## src/rtl/instr_boot_loader.sv

```systemverilog
// ---------------------------------------------------------------------------
// instr_boot_loader
// Byte-serial boot controller. It parses the frame
//    START_TOK, N, N x (4-byte big-endian word), END_TOK
// writes each assembled word into instruction memory and then releases the
// CPU. The CPU is held idle during any load or reload. A framing fault is
// reported on a sticky error flag.
//
// Ports
//    clk_i          clock, rising edge
//    reset          asynchronous active-low reset
//    byte_valid_i   instr_i carries a byte this cycle
//    instr_i        stream byte
//    imem_we_o      imem write strobe, one cycle per word
//    imem_addr_o    imem word address
//    imem_wdata_o   assembled instruction word
//    cpu_run_o      1 = CPU may execute
//    load_done_o    one-cycle pulse on a clean frame end
//    load_err_o     sticky framing-error flag
//    instr_count_o  words written in the current or last frame
//
// state     | meaning
// ----------+----------------------------------------------------------
// S_IDLE    | waiting for START_TOK; every other byte is ignored
// S_LEN     | next byte is the word count N (1..IMEM_DEPTH)
// S_PAYLOAD | assembling words; token values are plain data here
// S_END_CHK | next byte must be END_TOK
// S_RUN     | CPU released; START_TOK begins a reload
// S_ERR     | framing error; START_TOK begins a new load
// ---------------------------------------------------------------------------
module instr_boot_loader #(
   parameter int           INSTR_W    = 32,
   parameter int           IMEM_DEPTH = 64,
   parameter int           ADDR_W     = 6,
   parameter logic [7:0]   START_TOK  = 8'hFE,
   parameter logic [7:0]   END_TOK    = 8'hFF
) (
   input  logic                clk_i,
   input  logic                reset,
   input  logic                byte_valid_i,
   input  logic [7:0]          instr_i,
   output logic                imem_we_o,
   output logic [ADDR_W-1:0]   imem_addr_o,
   output logic [INSTR_W-1:0]  imem_wdata_o,
   output logic                cpu_run_o,
   output logic                load_done_o,
   output logic                load_err_o,
   output logic [ADDR_W:0]     instr_count_o
);

   localparam int         CW       = ADDR_W + 1;
   localparam logic [8:0] LP_DEPTH = 9'(IMEM_DEPTH);

   typedef enum logic [2:0] {
      S_IDLE,
      S_LEN,
      S_PAYLOAD,
      S_END_CHK,
      S_RUN,
      S_ERR
   } state_t;

   state_t               r_state;
   state_t               w_next;
   logic [1:0]           r_lane;
   logic [CW-1:0]        r_len;
   logic [CW-1:0]        r_count;
   logic [INSTR_W-9:0]   r_word;
   logic                 r_we;
   logic [ADDR_W-1:0]    r_addr;
   logic [INSTR_W-1:0]   r_wdata;
   logic                 r_done;
   logic                 r_err;

   logic                 w_is_start;
   logic                 w_is_end;
   logic                 w_len_ok;
   logic                 w_last_word;
   logic                 w_lane_last;

   assign w_is_start  = (instr_i == START_TOK);
   assign w_is_end    = (instr_i == END_TOK);
   assign w_len_ok    = (instr_i != 8'h00) && ({1'b0, instr_i} <= LP_DEPTH);
   assign w_lane_last = (r_lane == 2'd3);
   assign w_last_word = w_lane_last && ((r_count + CW'(1)) == r_len);

   always_ff @(posedge clk_i or negedge reset) begin
      if (!reset) begin
         r_state <= S_IDLE;
      end else begin
         r_state <= w_next;
      end
   end

   always_comb begin
      w_next = r_state;
      case (r_state)
         S_IDLE: begin
            if (byte_valid_i && w_is_start) w_next = S_LEN;
         end
         S_LEN: begin
            if (byte_valid_i) w_next = w_len_ok ? S_PAYLOAD : S_ERR;
         end
         S_PAYLOAD: begin
            if (byte_valid_i && w_last_word) w_next = S_END_CHK;
         end
         S_END_CHK: begin
            if (byte_valid_i) w_next = w_is_end ? S_RUN : S_ERR;
         end
         S_RUN, S_ERR: begin
            if (byte_valid_i && w_is_start) w_next = S_LEN;
         end
         default: w_next = S_IDLE;
      endcase
   end

   // Datapath. The write strobe, address, data and the count increment all
   // land on the edge after the fourth byte, so the final write is visible
   // in the first cycle of S_END_CHK at the latest.
   always_ff @(posedge clk_i or negedge reset) begin
      if (!reset) begin
         r_lane  <= '0;
         r_len   <= '0;
         r_count <= '0;
         r_word  <= '0;
         r_we    <= 1'b0;
         r_addr  <= '0;
         r_wdata <= '0;
         r_done  <= 1'b0;
         r_err   <= 1'b0;
      end else begin
         r_we   <= 1'b0;
         r_done <= (r_state == S_END_CHK) && (w_next == S_RUN);
         // error is held exactly while parked in S_ERR; leaving it only
         // happens through S_LEN, which is what clears the flag
         r_err  <= (w_next == S_ERR);

         if ((r_state == S_LEN) && byte_valid_i && w_len_ok) begin
            r_len   <= CW'(instr_i);
            r_count <= '0;
            r_lane  <= '0;
         end

         if ((r_state == S_PAYLOAD) && byte_valid_i) begin
            r_lane <= r_lane + 2'd1;
            if (w_lane_last) begin
               r_we    <= 1'b1;
               r_wdata <= {r_word, instr_i};
               r_addr  <= r_count[ADDR_W-1:0];
               r_count <= r_count + CW'(1);
            end else begin
               r_word <= {r_word[INSTR_W-17:0], instr_i};
            end
         end
      end
   end

   assign imem_we_o     = r_we;
   assign imem_addr_o   = r_addr;
   assign imem_wdata_o  = r_wdata;
   assign cpu_run_o     = (r_state == S_RUN);
   assign load_done_o   = r_done;
   assign load_err_o    = r_err;
   assign instr_count_o = r_count;

endmodule

```

## config.mk

```make
export PLATFORM = sky130hd
export DESIGN_NAME = instr_boot_loader
export DESIGN_NICKNAME = d
export VERILOG_FILES = /design/src/rtl/instr_boot_loader.sv
export SDC_FILE = /design/constraint.sdc
export NUM_CORES = 1
export LEC_CHECK = 0
export CAP_MARGIN = 20
export CORE_MARGIN = 10
export CORE_UTILIZATION = 29
export CTS_BUF_LIST = sky130_fd_sc_hd__clkbuf_2
export DETAILED_ROUTE_END_ITERATION = 8
export PLACE_DENSITY_LB_ADDON = 0.25
export SLEW_MARGIN = 20
export SYNTH_ARGS = -nofsm -noshare
export SYNTH_HDL_FRONTEND = slang
export SYNTH_SLANG_ARGS = --single-unit
```

## constraint.sdc

```tcl
create_clock -name clk_i -period 5.65 [get_ports clk_i]
set_input_delay 1.4125 -clock clk_i [delete_from_list [all_inputs] [get_ports clk_i]]
set_output_delay 1.4125 -clock clk_i [all_outputs]
set_load 0.01 [all_outputs]
```

==> flow_summary.yaml <==
global_routing:
  grt_pass1_vias: 2648
  grt_pass1_wl_mm: 13.7
  grt_max_degree: 85
  grt-ovfl-total: 0
  antenna_found_initial: 0
  track_usage_pct: 10.2
power_and_ir_drop:
  leakagePower_nw: 2.18
  switchingPower_uw: 304
  power_frac_comb_pct: 10.4
  powerDensity_nw_per_um2: 281
  p_sw_share_pct: 24.5
  vdd_drop_max_v: 0.000145
  p_clk_share_pct: 36.2
  finalPower_mw: 1.24
  p_seq_share_pct: 53.4
  cell_internal_pwr_uw: 936
cts:
  cts_buffer_depth: 2
  ctsResizeCount: 0
  worstSkewPairLatency_ps: 530
  cts_hold_buf: 0
  cts_buffers: 9
  htree_levels: 3
  cts_sinks: 84
  clkTransAtPathRegs_ps: 230
  tritoncts: "built"
  cts-root-buf: "clkbuf_2"
  postCtsSetupRepairBufs: 0
logic_synthesis:
  synth.area.top_cells: "dfrtp_1 60%, nand2_1 13%, mux2_2 9.7%"
  syn_nets: 343
  synth-edff-count: 0
  ys_seq_elements: 84
  ys_types: 38
  synth_largest_area_cell: "dfrtp_1"
  synth.avg_cell_area_sq_um: 10.5
  ys_seq_area_share_pct: 60.4
  synthArstFlopShare_pct: 100
  synthFlopType: "dfrtp_1"
  synth_top_area_share_pct: 60.4
  ys_warn_count: 0
  synthCells: 330
  netlist_area_sq_um: 3480
die:
  top_level_ports: 60
  die-area_sq_um: 16800
  rows: 39
  start_util_pct: 30.1
  core_sq_um: 11600
  fp.dieH_um: 130
  die_x_um: 130
final_layout:
  final_util_pct: 38.1
  drive_gt1_share_pct: 14.0
  nets: 401
  synthToLayoutAreaGrowth_pct: 26.7
  design_area_sq_um: 4410
sta:
  worst_pin_slew_ps: 754
  slew_headroom_pct: 49.7
  timing.hold.ws_ps: 490
  clock_skew_ps: 17.9
  rsz0062_at_grt: "false"
  setup_violations: 0
  final_hold_viol_count: 0
  fin_crit_ps: 3790
  final.setup.tns_ps: 0
  max_clock_freq_ghz: 0.264
  final_max_slew_viol_count: 0
  finalCritPeriodShare_pct: 67.1
setup_path:
  cp_cell_sequence: "clkdlybuf4s50_1, or4_1, o31a_1, or4b_1, and2_4, a221o_1"
  critPathRequiredTime_ps: 6070
  cp-startpoint: "instr_i[5]"
  crit_buf_inv: 1
  crit_slowest_cell: "or4b_1"
  worstSetupEndpointType: "register"
  worstPathArrival_ps: 4210
  criticalPathCategory: "input pin to register"
  crit_family: "simple AND/OR/NAND/NOR gates"
  critPathMaxStageDelay_ps: 780
  path_max_fanout: 15
  start_kind: "input pin"
  r2r-start: "r_state[0]"
routing:
  vias_per_cell: 4.66
  drt_wl_total_mm: 8.26
  antenna_left: 0
  dr.first_iter.drc_count: 185
  first_pass_iters: 4
  drc_errors: 0
  post_drt_wl_per_cell_um: 15.4
  num_vias: 2504
placed_design:
  io_buffers: 59
  dpl.hpwl_mm: 5.48
  gp_congestion: 0.795
  place_area_sq_um: 4220
run:
  maxCapViolations: 0
worst_hold_path:
  hp-start: "r_word[18]"
  hold_path_class: "register to register"
status:
  status: "finished clean"
## per-layer routing
metal  up-vias  share of wire, %  wire (um)  track usage, %
li1       1210                 -          -               -
met1      1218                47       3890            13.1
met2        60                45       3750            15.9
met3        16               5.8        480            2.73
met4         0               1.7        142            4.30
met5         -                 0          0               0
## power by group through the flow
| stage | sequential (mW) | combinational [mW] | clock, mW |
|---|---|---|---|
| 4_1_cts | 0.662 | 0.133 | 0.463 |
| 2_1_floorplan | 0.665 | 0.0765 | 0 |
| 3_5_place_dp | 0.673 | 0.131 | 0 |
| 5_1_grt | 0.669 | 0.146 | 0.489 |
| 3_3_place_gp | 0.672 | 0.129 | 0 |
| 6_report | 0.662 | 0.129 | 0.449 |
## layout make-up
cell class                 count  area [sq um]
sequential                    84          2100
fill                        1168          7160
clock buffer                  10          50.0
antenna                        1          2.50
clock inverter                 6           136
timing repair buffer          62           614
tap                          143           179
multi-input combinational    227          1310
inverter                       4          15.0
## final timing paths
check	end	slack (ps)	cells past startpoint
max reg2reg	instr_count_o[2]	3160	5
max	instr_count_o[2]	1860	6
max in group asynchronous	imem_addr_o[5]	4250	1
min reg2reg	imem_wdata_o[26]	490	2
min in group asynchronous	imem_wdata_o[20]	910	1
min	imem_wdata_o[26]	490	2
## synth_stat cells (2+ instances only)
cell	count
ha_1	2
inv_1	3
nor2_1	8
nand3_1	10
dfrtp_1	84
nand2_1	123
nor2b_1	2
clkbuf_1	13
nor3_1	3
o21ai_0	7
nand4_1	2
o22a_1	2
mux2_2	30
xnor2_1	8
xor2_1	5
and3_1	3
or2_2	2
nor4_1	2
buf_2	2
## cells in the final DEF (no fill, tap or decap), types with 3 or more instances in the layout
cell,synthesis,layout
dfrtp_1,84,84
nor3_1,3,3
nor2_1,8,7
buf_4,0,3
nand3_1,10,10
inv_1,3,3
nand2_1,123,122
xor2_1,5,5
o21ai_0,7,7
mux2_2,30,30
and3_1,3,3
clkbuf_2,0,10
clkdlybuf4s50_1,0,58
bufinv_16,0,4
xnor2_1,8,8
## flip-flops by register name (all words and copies together) (netlist names)
| signal | cells |
|---|---|
| instr_count_o | 7 |
| r_lane | 2 |
| r_state | 3 |
| imem_we_o | 1 |
| r_word | 24 |
| r_len | 7 |
| imem_addr_o | 6 |
| load_done_o | 1 |
| load_err_o | 1 |
| imem_wdata_o | 32 |
## cells by family (layout without fill, tap and decap cells)
| logic type | count (synthesis) | in the layout | synth area share [%] |
|---|---|---|---|
| AO/OA/AOI/OAI | 19 | 19 | 3.85 |
| XOR/XNOR | 13 | 13 | 3.27 |
| adder cells (fa/ha/maj) | 2 | 2 | 0.719 |
| buffers and inverters | 19 | 82 | 2.12 |
| flip-flops | 84 | 84 | 60.4 |
| multiplexers | 31 | 31 | 9.99 |
| other | 0 | 1 | 0 |
| AND/OR/NAND/NOR | 162 | 162 | 19.7 |
## worst min-delay path, cell delays in order (launching register included)
cell and delay (ps):
dfrtp_1 390, nand2_1 50, nand2_1 50
## through the flow
| stage | worst slack (ps) | cells |
|---|---|---|
| global placement | 1330 | 520 |
| CTS | 1900 | 536 |
| finish | 1860 | 537 |
| global route | 1830 | 536 |
| detailed placement | 1310 | 520 |
| floorplan | 2230 | 330 |
No activity file was read; power rests on OpenSTA's default activity.
